[src/rtl/mips_pkg.sv]
// Shared MIPS32 definitions: funct codes, multiply/divide FSM states and
// the sign-conditioning helper used on entry to and exit from the muldiv unit.
package mips_pkg;

   localparam int unsigned XLEN = 32;

   localparam logic [5:0] FN_MFHI  = 6'h10;
   localparam logic [5:0] FN_MTHI  = 6'h11;
   localparam logic [5:0] FN_MFLO  = 6'h12;
   localparam logic [5:0] FN_MTLO  = 6'h13;
   localparam logic [5:0] FN_MULT  = 6'h18;
   localparam logic [5:0] FN_MULTU = 6'h19;
   localparam logic [5:0] FN_DIV   = 6'h1A;
   localparam logic [5:0] FN_DIVU  = 6'h1B;

   typedef enum logic [1:0] {
      MD_IDLE,
      MD_MUL,
      MD_DIV,
      MD_FIX
   } md_state_t;

   // Two's-complement negate when neg is set; doubles as abs() on entry
   // (neg = sign bit) and as sign application on exit.
   function automatic logic [2*XLEN-1:0] cond_neg(input logic [2*XLEN-1:0] v,
                                                  input logic              neg);
      return neg ? -v : v;
   endfunction

endpackage

[src/rtl/muldiv_unit.sv]
// Iterative MIPS32 multiply/divide unit with architectural HI/LO registers.
// Shift-add multiply (LSB first) and restoring divide (MSB first) on
// magnitudes, one bit per cycle, followed by a single sign-fix cycle.
module muldiv_unit #(
   parameter int unsigned SIZE     = 32,
   parameter int unsigned SIZE_FNC = 6,
   parameter int unsigned CNT_W    = 6
) (
   input  logic                clk,
   input  logic                rst,
   input  logic                start,
   input  logic [SIZE_FNC-1:0] funcion,
   input  logic [SIZE-1:0]     op_a,
   input  logic [SIZE-1:0]     op_b,
   output logic                busy,
   output logic                done,
   output logic [SIZE-1:0]     hi,
   output logic [SIZE-1:0]     lo,
   output logic [SIZE-1:0]     result
);
   import mips_pkg::*;

   md_state_t         state, state_nxt;
   logic [CNT_W-1:0]  cnt;
   logic [SIZE-1:0]   mag_a, mag_b;
   logic              sign_a, sign_b, op_div;
   logic [2*SIZE-1:0] acc;

   logic              is_mul, is_div, is_signed, neg_a_in, neg_b_in, last_iter;
   logic [2*SIZE-1:0] a_cond, b_cond, prod_fix, quo_fix, rem_fix, a_orig;
   logic [SIZE:0]     mul_sum, div_shift, div_diff;
   logic              div_ge;
   logic [2*SIZE-1:0] mul_next, div_next;
   logic              unused_hi_halves;

   assign busy   = (state != MD_IDLE);
   assign result = (funcion == FN_MFHI) ? hi : lo;

   // Decode, sign conditioning and one iteration step of each algorithm
   always_comb begin
      is_mul    = (funcion == FN_MULT) || (funcion == FN_MULTU);
      is_div    = (funcion == FN_DIV)  || (funcion == FN_DIVU);
      is_signed = (funcion == FN_MULT) || (funcion == FN_DIV);
      neg_a_in  = is_signed & op_a[SIZE-1];
      neg_b_in  = is_signed & op_b[SIZE-1];
      a_cond    = cond_neg({{SIZE{1'b0}}, op_a}, neg_a_in);
      b_cond    = cond_neg({{SIZE{1'b0}}, op_b}, neg_b_in);
      prod_fix  = cond_neg(acc, sign_a ^ sign_b);
      quo_fix   = cond_neg({{SIZE{1'b0}}, acc[2*SIZE-1:SIZE]}, sign_a ^ sign_b);
      rem_fix   = cond_neg({{SIZE{1'b0}}, acc[SIZE-1:0]}, sign_a);
      a_orig    = cond_neg({{SIZE{1'b0}}, mag_a}, sign_a);
      last_iter = (cnt == CNT_W'(SIZE - 1));

      // Multiply: acc holds the running product shifted right each step
      mul_sum   = {1'b0, acc[2*SIZE-1:SIZE]} + (mag_b[0] ? {1'b0, mag_a} : '0);
      mul_next  = {mul_sum, acc[SIZE-1:1]};

      // Divide: acc = {quotient, remainder}; dividend bits come from mag_a MSB
      div_shift = {acc[SIZE-1:0], mag_a[SIZE-1]};
      div_ge    = (div_shift >= {1'b0, mag_b});
      div_diff  = div_shift - {1'b0, mag_b};
      div_next  = {acc[2*SIZE-2:SIZE], div_ge,
                   div_ge ? div_diff[SIZE-1:0] : div_shift[SIZE-1:0]};
   end

   // Upper halves of narrow helper results carry no information
   assign unused_hi_halves = ^{a_cond[2*SIZE-1:SIZE], b_cond[2*SIZE-1:SIZE],
                               quo_fix[2*SIZE-1:SIZE], rem_fix[2*SIZE-1:SIZE],
                               a_orig[2*SIZE-1:SIZE], div_diff[SIZE], mul_next[0]};

   // FSM state register
   always_ff @(posedge clk or posedge rst) begin
      if (rst) state <= MD_IDLE;
      else     state <= state_nxt;
   end

   // FSM next-state logic
   always_comb begin
      state_nxt = state;
      unique case (state)
         MD_IDLE: begin
            if (start && is_mul)      state_nxt = MD_MUL;
            else if (start && is_div) state_nxt = MD_DIV;
         end
         MD_MUL, MD_DIV: if (last_iter) state_nxt = MD_FIX;
         MD_FIX:  state_nxt = MD_IDLE;
         default: state_nxt = MD_IDLE;
      endcase
   end

   // Datapath: operand capture, iteration, sign fix and HI/LO writeback
   always_ff @(posedge clk or posedge rst) begin
      if (rst) begin
         cnt    <= '0;
         mag_a  <= '0;
         mag_b  <= '0;
         sign_a <= 1'b0;
         sign_b <= 1'b0;
         op_div <= 1'b0;
         acc    <= '0;
         hi     <= '0;
         lo     <= '0;
         done   <= 1'b0;
      end else begin
         done <= 1'b0;
         unique case (state)
            MD_IDLE: begin
               if (start) begin
                  if (funcion == FN_MTHI) hi <= op_a;
                  if (funcion == FN_MTLO) lo <= op_a;
                  if (is_mul || is_div) begin
                     mag_a  <= a_cond[SIZE-1:0];
                     mag_b  <= b_cond[SIZE-1:0];
                     sign_a <= neg_a_in;
                     sign_b <= neg_b_in;
                     op_div <= is_div;
                     acc    <= '0;
                     cnt    <= '0;
                  end
               end
            end
            MD_MUL: begin
               acc   <= mul_next;
               mag_b <= mag_b >> 1;
               cnt   <= cnt + CNT_W'(1);
            end
            MD_DIV: begin
               // Rotating the dividend restores it after SIZE steps, so the
               // divide-by-zero path can still return the original op_a.
               acc   <= div_next;
               mag_a <= {mag_a[SIZE-2:0], mag_a[SIZE-1]};
               cnt   <= cnt + CNT_W'(1);
            end
            MD_FIX: begin
               done <= 1'b1;
               if (!op_div) begin
                  {hi, lo} <= prod_fix;
               end else if (mag_b == '0) begin
                  lo <= '1;
                  hi <= a_orig[SIZE-1:0];
               end else begin
                  lo <= quo_fix[SIZE-1:0];
                  hi <= rem_fix[SIZE-1:0];
               end
            end
            default: ;
         endcase
      end
   end

endmodule

[config.mk]
export PLATFORM = sky130hd
export DESIGN_NAME = muldiv_unit
export DESIGN_NICKNAME = d
export VERILOG_FILES = /design/src/rtl/mips_pkg.sv /design/src/rtl/muldiv_unit.sv
export SDC_FILE = /design/constraint.sdc
export NUM_CORES = 1
export LEC_CHECK = 0
export ABC_AREA = 1
export CAP_MARGIN = 20
export CELL_PAD_IN_SITES_DETAIL_PLACEMENT = 0
export CELL_PAD_IN_SITES_GLOBAL_PLACEMENT = 1
export CORE_MARGIN = 8
export CORE_UTILIZATION = 45
export CTS_CLUSTER_SIZE = 25
export DETAILED_ROUTE_END_ITERATION = 8
export GPL_TIMING_DRIVEN = 0
export PLACE_DENSITY = 0.88
export SYNTH_ARGS = -nofsm -noshare
export SYNTH_HDL_FRONTEND = slang
export SYNTH_SLANG_ARGS = --single-unit
[constraint.sdc]
create_clock -name clk -period 16.4 [get_ports clk]
set_input_delay 3.28 -clock clk [delete_from_list [all_inputs] [get_ports clk]]
set_output_delay 3.28 -clock clk [all_outputs]
set_load 0.05 [all_outputs]
==> impl_metrics.toml, run 1 <==
[logic_synthesis]
synthesis.instances = 3787
synth_area_um2 = 22000
ys.warnings.count = 0
async_reset_ff_share_pct = 100
synth_seq_area_share_pct = 23.2
synthDistinctLibCells = 57
synthFlopType = "sky130_fd_sc_hd__dfrtp_1"
synthesis.nets = 3937
synth.ff_latch_count = 204
syn_avg_cell_area_um2 = 5.81
number_of_enable_type_register_cells_in_the_synthesized_netlist = 0

[place]
finalWeightedCongestion = 1.09
buffer_ports.inserted = 170
place.detailed.hpwl_um = 92600

[global_route]
grt_use_total_pct = 38.4
grt_max_degree = 122
grt_antenna_before_repair = 3
vias_in_the_first_global_route = 24800
globalRoute.totalOverflow = 0
grt_first_pass_wirelength_um = 163000

[layout]
fin_nets = 4136
final_core_utilization_pct = 52.2
mostFrequentLayoutCells = "1196 x sky130_fd_sc_hd__nand2_1, 507 x sky130_fd_sc_hd__nor2_1, 395 x sky130_fd_sc_hd__inv_1"
drive_gt1_share_pct = 5.32
sequential_cell_area_um2 = 5100
area_growth_syn_to_layout_pct = 15.4
most_common_cell_after_layout_fill_and_taps_aside = "sky130_fd_sc_hd__nand2_1"
fillers = 5328
multi_input_area_um2 = 14700

[setup_path]
reg2reg_capture_point = "acc[63]$_DFFE_PP0P_"
cpPeakStageDelay_ns = 0.73
cpLargestDelayFamily = "buffers and inverters"
crit_path_cells = "clkdlybuf4s50_1 > inv_1 > nand2_1 > inv_2 > nand3_1 > clkbuf_1 > mux2_2 > clkdlybuf4s50_1"
rr_startpoint = "mag_b[0]$_DFFE_PP0P_"
crit_buf_inv = 5
r2r_setup_slack_ns = 13.20
critical_path_arrival_ns = 6.02
critical-path-top-cell-by-count = "sky130_fd_sc_hd__clkdlybuf4s50_1"
reg2reg_path_depth = 17
worst-setup-path-type = "input pin to output pin"
cp-end-kind = "output pin"
crit_path_top_delay_cell = "sky130_fd_sc_hd__clkdlybuf4s50_1"
startpoint_type = "input pin"
critical_path_depth = 8
critPathCapture = "result[22]"
timing.critical_path.required_ns = 13.12
worst-path-max-fanout = 10
crit_path_start = "funcion[5]"

[floorplan]
die_area_um2 = 56200
core_region_area_um2 = 48600
floorplan.rows = 81
initial_util_pct = 45.2
die_h_um = 237
floorplan.io_pins = 171
die_width_um = 237

[sta]
timing.final.crit_period_ns = 9.30
final-setup-viol-count = 0
tightest_slew_ns = 0.989
fin_setup_tns_ns = 0
final_max_slew_viol_count = 0
final_min_period_over_clock_period_pct = 56.7
fmax_ghz = 0.108
rsz0062_at_grt = "false"
hold_violations = 0
worst_slew_margin_rel_pct = 34.1
fin_worst_skew_ns = 0.0263

[run_status]
outcome = "finished, final reports clean"

[cts]
ctsRootBufferMaster = "sky130_fd_sc_hd__clkbuf_16"
ctsLongestPathBuffers = 3
cts_buffers = 26
clk_pin_slew_worst_paths_ns = 0.06
htree_num_levels = 1
clkLatencyLatePin_ns = 0.59
cts_sinks = 204
post_cts_resize_count = 0
tritoncts = "yes"
cts_hold_buffers = 0
cts.repair_timing.setup_buffer_count = 0

[route]
routed_wl_um = 113000
avgViaCountPerCell = 5.94
postRouteAntennaNets = 0
detailedRoute.firstIterationViolations = 3558
vias = 27500
drc = 0
dr.pass1.iters = 8
post_drt_wl_per_cell_um = 24.4

[flow_run]
drv.max_cap_violation_count = 0

[hold_path]
hold_path_class = "flip-flop to flip-flop"

[pwr]
peak_supply_drop_uv = 203
cellLeakagePower_nw = 12.7
total_power_per_unit_cell_area_nw_per_um2 = 236
worst register-to-register path: cells and delay by family (launching register included):
kind                       cells  cell delay [ns]
and+or+nand+nor               12             1.29
adders and majority gates      2             0.45
DFF                            1             0.59
buffers and inverters          2             0.43
AOI/OAI and AO/OA              1             0.37
where the power goes:
part	internal, W	total (W)	switching [W]
Clock	0.000343	0.000597	0.000255
Sequential	0.000733	0.00106	0.000327
Combinational	0.00122	0.00433	0.00311
layer usage:
| metal | vias to the layer above | part of all wire [%] | global-route usage [%] |
|---|---|---|---|
| met5 | - | 0.033 | 0 |
| met1 | 12900 | 42 | 53.0 |
| met3 | 292 | 12 | 11.4 |
| li1 | 12700 | - | - |
| met4 | 6 | 5.0 | 16.1 |
| met2 | 1625 | 41 | 55.1 |
cells by family after synthesis:
family,Yosys count,share of synthesized area (%)
buf+inv,559,10.1
compound gates,610,15.1
xor+xnor,72,2.87
flops,204,23.2
fa+ha+maj,77,4.45
simple gates,2235,42.7
mux,30,1.54
through the flow:
step	instances	setup WS (ns)	hold WS, ns	area, um^2	power [W]
final	4628	7.10	0.478	25400	0.00599
after global routing	4626	7.01	0.501	25400	0.00634
after CTS	4626	7.13	0.482	25400	0.00584
after detailed placement	4580	7.16	0.466	24500	0.00523
after global placement	4579	4.50	0.463	24500	0.00523
after floorplan	3787	7.55	0.449	22000	0.00374
state kept, by name (all words and copies together) (netlist names):
signal	flops
op_div	1
state	2
acc	64
sign_a	1
sign_b	1
mag_b	32
done	1
mag_a	32
lo	32
hi	32
cnt	6
how the worst min path moves through the flow:
stage | start | endpoint | slack, ns | cells after the start
finish | mag_b[26]$_DFFE_PP0P_ | mag_b[26]$_DFFE_PP0P_ | 0.48 | 2
global route | mag_b[29]$_DFFE_PP0P_ | mag_b[29]$_DFFE_PP0P_ | 0.50 | 2
CTS | mag_b[30]$_DFFE_PP0P_ | mag_b[30]$_DFFE_PP0P_ | 0.48 | 2
detailed placement | mag_b[23]$_DFFE_PP0P_ | mag_b[23]$_DFFE_PP0P_ | 0.47 | 2
global placement | mag_b[30]$_DFFE_PP0P_ | mag_b[30]$_DFFE_PP0P_ | 0.46 | 2
floorplan | mag_b[27]$_DFFE_PP0P_ | mag_b[27]$_DFFE_PP0P_ | 0.45 | 2
area by class of cell:
class / count / share of cell area (%)
antenna: 2 / 0.0197
buffer: 149 / 2.72
clock buffer: 34 / 2.84
clock inverter: 12 / 0.581
inverter: 410 / 6.09
multi-input combinational: 3024 / 57.8
sequential: 204 / 20.1
tap: 622 / 3.06
timing repair buffer: 171 / 6.81
cells in the mapped netlist, types with 7 or more instances:
cell type | n | area, um^2
sky130_fd_sc_hd__mux2_2 | 30 | 338
sky130_fd_sc_hd__ha_1 | 75 | 938
sky130_fd_sc_hd__o22ai_1 | 11 | 68.8
sky130_fd_sc_hd__o21ai_1 | 20 | 100
sky130_fd_sc_hd__a21oi_1 | 240 | 1200
sky130_fd_sc_hd__o221ai_1 | 14 | 123
sky130_fd_sc_hd__nand3b_1 | 7 | 52.6
sky130_fd_sc_hd__buf_6 | 8 | 90.1
sky130_fd_sc_hd__buf_1 | 15 | 56.3
sky130_fd_sc_hd__nor2_2 | 25 | 156
sky130_fd_sc_hd__xor2_1 | 55 | 482
sky130_fd_sc_hd__inv_1 | 396 | 1490
sky130_fd_sc_hd__clkbuf_1 | 74 | 278
sky130_fd_sc_hd__o21ai_0 | 254 | 1270
sky130_fd_sc_hd__nand2_1 | 1196 | 4490
sky130_fd_sc_hd__buf_2 | 49 | 245
sky130_fd_sc_hd__dfrtp_1 | 204 | 5100
sky130_fd_sc_hd__nor3_1 | 28 | 140
sky130_fd_sc_hd__o211ai_1 | 35 | 263
sky130_fd_sc_hd__xnor2_1 | 17 | 149
sky130_fd_sc_hd__inv_2 | 11 | 41.3
sky130_fd_sc_hd__nor4_1 | 8 | 50.1
sky130_fd_sc_hd__nand2_2 | 11 | 68.8
sky130_fd_sc_hd__nor2_4 | 7 | 78.8
sky130_fd_sc_hd__nand3_1 | 370 | 1850
sky130_fd_sc_hd__nand4_1 | 51 | 319
sky130_fd_sc_hd__nor2_1 | 507 | 1900
(Power assumes the default switching activity.)
==> run 2, diff against run 1 <==
--- a/config.mk
+++ b/config.mk
@@ -10,11 +10,11 @@
 export CELL_PAD_IN_SITES_DETAIL_PLACEMENT = 0
 export CELL_PAD_IN_SITES_GLOBAL_PLACEMENT = 1
 export CORE_MARGIN = 8
-export CORE_UTILIZATION = 45
+export CORE_UTILIZATION = 38
 export CTS_CLUSTER_SIZE = 25
 export DETAILED_ROUTE_END_ITERATION = 8
 export GPL_TIMING_DRIVEN = 0
-export PLACE_DENSITY = 0.88
+export PLACE_DENSITY = 0.79
 export SYNTH_ARGS = -nofsm -noshare
 export SYNTH_HDL_FRONTEND = slang
 export SYNTH_SLANG_ARGS = --single-unit
==> constraint.sdc (replaced) <==
create_clock -name clk -period 8.5 [get_ports clk]
set_input_delay 1.7 -clock clk [delete_from_list [all_inputs] [get_ports clk]]
set_output_delay 1.7 -clock clk [all_outputs]
set_load 0.05 [all_outputs]
==> run 2 against run 1 <==
Effect of this change:
- die area rose by 17%
- critical path depth stayed put
- worst hold slack gained 0.0078 ns
- sequential share of layout area decreased by 0.21 points
- clock power grew 120%
- non-clock buffer count did not move
- sequential power is 97% higher
- critical endpoint is now result[26]
- highest routed layer is now met4
==> impl_metrics.toml, run 2 (synthesis gave the netlist of run 1 again) <==
[run_status]
outcome = "finished, final reports clean"

[setup_path]
worst-path-max-fanout = 10
critical_path_arrival_ns = 4.46
timing.critical_path.required_ns = 6.80
reg2reg_path_depth = 16
startpoint_type = "input pin"
cpLargestDelayFamily = "buffers and inverters"
r2r_setup_slack_ns = 5.27
worst-setup-path-type = "input pin to output pin"
cp-end-kind = "output pin"
crit_buf_inv = 5
crit_path_cells = "clkdlybuf4s50_1 > inv_1 > nand2_1 > inv_2 > nand3_1 > clkbuf_1 > mux2_2 > clkdlybuf4s50_1"
cpPeakStageDelay_ns = 0.75
reg2reg_capture_point = "acc[47]$_DFFE_PP0P_"
critical-path-top-cell-by-count = "sky130_fd_sc_hd__clkdlybuf4s50_1"
crit_path_top_delay_cell = "sky130_fd_sc_hd__clkdlybuf4s50_1"
rr_startpoint = "mag_b[0]$_DFFE_PP0P_"

[cts]
tritoncts = "yes"
htree_num_levels = 1
ctsRootBufferMaster = "sky130_fd_sc_hd__clkbuf_16"
cts.repair_timing.setup_buffer_count = 0
cts_hold_buffers = 0
cts_sinks = 204
clkLatencyLatePin_ns = 0.60
ctsLongestPathBuffers = 3
cts_buffers = 27
post_cts_resize_count = 0
clk_pin_slew_worst_paths_ns = 0.06

[sta]
rsz0062_at_grt = "false"
worst_slew_margin_rel_pct = 26.8
final_max_slew_viol_count = 0
hold_violations = 0
fmax_ghz = 0.162
timing.final.crit_period_ns = 6.16
fin_worst_skew_ns = 0.0262
tightest_slew_ns = 1.09
final-setup-viol-count = 0
final_min_period_over_clock_period_pct = 72.4
layout_setup_ws_ns = 2.34
finalHoldWorstSlack_ns = 0.485

[hold_path]
hold-path-endpoint = "mag_b[29]$_DFFE_PP0P_"
timing.hold.worst.start = "mag_b[29]$_DFFE_PP0P_"
worst_hold_path_cells = 2
hold_path_class = "flip-flop to flip-flop"

[layout]
drive_gt1_share_pct = 5.37
mostFrequentLayoutCells = "1196 x sky130_fd_sc_hd__nand2_1, 507 x sky130_fd_sc_hd__nor2_1, 395 x sky130_fd_sc_hd__inv_1"
n_antenna_cell = 0
finish.cell_count_without_fillers = 4772
final_core_utilization_pct = 44.7
area_growth_syn_to_layout_pct = 16.6
most_flops_register = "acc"
fin_nets = 4137
most_common_cell_after_layout_fill_and_taps_aside = "sky130_fd_sc_hd__nand2_1"
largest_register_ff_count = 64

[pwr]
peak_supply_drop_uv = 317
total_power_per_unit_cell_area_nw_per_um2 = 458
cellLeakagePower_nw = 12.7

[global_route]
grt_max_degree = 109
vias_in_the_first_global_route = 25000
grt_use_total_pct = 34.5
grt_first_pass_wirelength_um = 171000
grt_antenna_before_repair = 0
globalRoute.totalOverflow = 0

[route]
vias = 27300
met2_length_um = 49400
postRouteAntennaNets = 0
highest_layer = "met4"
avgViaCountPerCell = 5.72
routedLengthMet1_um = 53000
drc = 0
dr.pass1.iters = 6
post_drt_wl_per_cell_um = 24.9
detailedRoute.firstIterationViolations = 3270
total_met3_wirelength_after_detailed_routing_um = 11500
routed_wl_um = 119000

[floorplan]
floorplan.io_pins = 171
die_width_um = 257
core_region_area_um2 = 57500
die_h_um = 257
floorplan.rows = 88
die_area_um2 = 65900
initial_util_pct = 38.3

[place]
number_of_cells_in_the_design_after_placement = 4723
place.detailed.hpwl_um = 98400
place_worst_setup_slack_ns = 2.35
finalWeightedCongestion = 1.09
buffer_ports.inserted = 170

[flow_run]
drv.max_cap_violation_count = 0
[run 2: cell types whose count changed in the layout (fill, tap and decap cells not counted), moves of 2 or more]
cell,change
sky130_fd_sc_hd__bufinv_16,+2
sky130_fd_sc_hd__clkbuf_8,+3
sky130_fd_sc_hd__clkinv_2,-3
sky130_fd_sc_hd__clkinvlp_4,-2
sky130_fd_sc_hd__diode_2,-2
[run 2: worst max-delay path by stage]
stage | depth (start not counted) | endpoint | start
2_1_floorplan | 1 | acc[0]$_DFFE_PP0P_ | rst
3_3_place_gp | 2 | mag_b[10]$_DFFE_PP0P_ | rst
3_5_place_dp | 8 | result[26] | funcion[5]
4_1_cts | 8 | result[26] | funcion[5]
5_1_grt | 8 | result[26] | funcion[5]
6_report | 8 | result[26] | funcion[5]
[run 2: cell type report]
cell class,count,area (um^2)
timing repair buffer,171,1730
tap,765,957
sequential,204,5100
multi-input combinational,3024,14700
clock buffer,39,791
inverter,410,1550
clock inverter,10,176
fill,6508,31800
buffer,149,692
[run 2: metal layers]
layer / GRT usage, % / vias to the layer above
met5: 0 / -
met4: 11.7 / 0
met3: 6.51 / 228
met2: 50.8 / 1306
met1: 49.9 / 13100
li1: - / 12700
[run 2: power by group]
part / leakage, nW / switching [W] / internal [W]
sequential: 2.49 / 0.000674 / 0.00141
combinational: 9.74 / 0.00603 / 0.00236
clock: 0.476 / 0.000518 / 0.000770
total: 12.7 / 0.00722 / 0.00454
[run 2: through the flow]
step | setup TNS, ns | total power, W | area, um^2
2_1_floorplan | 0 | 0.00721 | 22000
5_1_grt | 0 | 0.0125 | 25700
3_5_place_dp | 0 | 0.0102 | 24700
3_3_place_gp | -425.33 | 0.0102 | 24700
4_1_cts | 0 | 0.0115 | 25700
6_report | 0 | 0.0118 | 25700
[run 2: worst reg2reg max path: stages, from the launching register on]
cell	delay, ns
sky130_fd_sc_hd__dfrtp_1	0.56
sky130_fd_sc_hd__clkbuf_1	0.38
sky130_fd_sc_hd__nand2_1	0.10
sky130_fd_sc_hd__inv_1	0.06
sky130_fd_sc_hd__ha_1	0.17
sky130_fd_sc_hd__fa_1	0.29
sky130_fd_sc_hd__nand2_1	0.10
sky130_fd_sc_hd__o21ai_1	0.39
sky130_fd_sc_hd__nand3_1	0.12
sky130_fd_sc_hd__nand3_1	0.24
sky130_fd_sc_hd__nand2_1	0.08
sky130_fd_sc_hd__nand2_1	0.19
sky130_fd_sc_hd__nand2_1	0.08
sky130_fd_sc_hd__nand2_1	0.06
sky130_fd_sc_hd__o22ai_1	0.08
sky130_fd_sc_hd__nand2_1	0.10
sky130_fd_sc_hd__o21ai_0	0.10
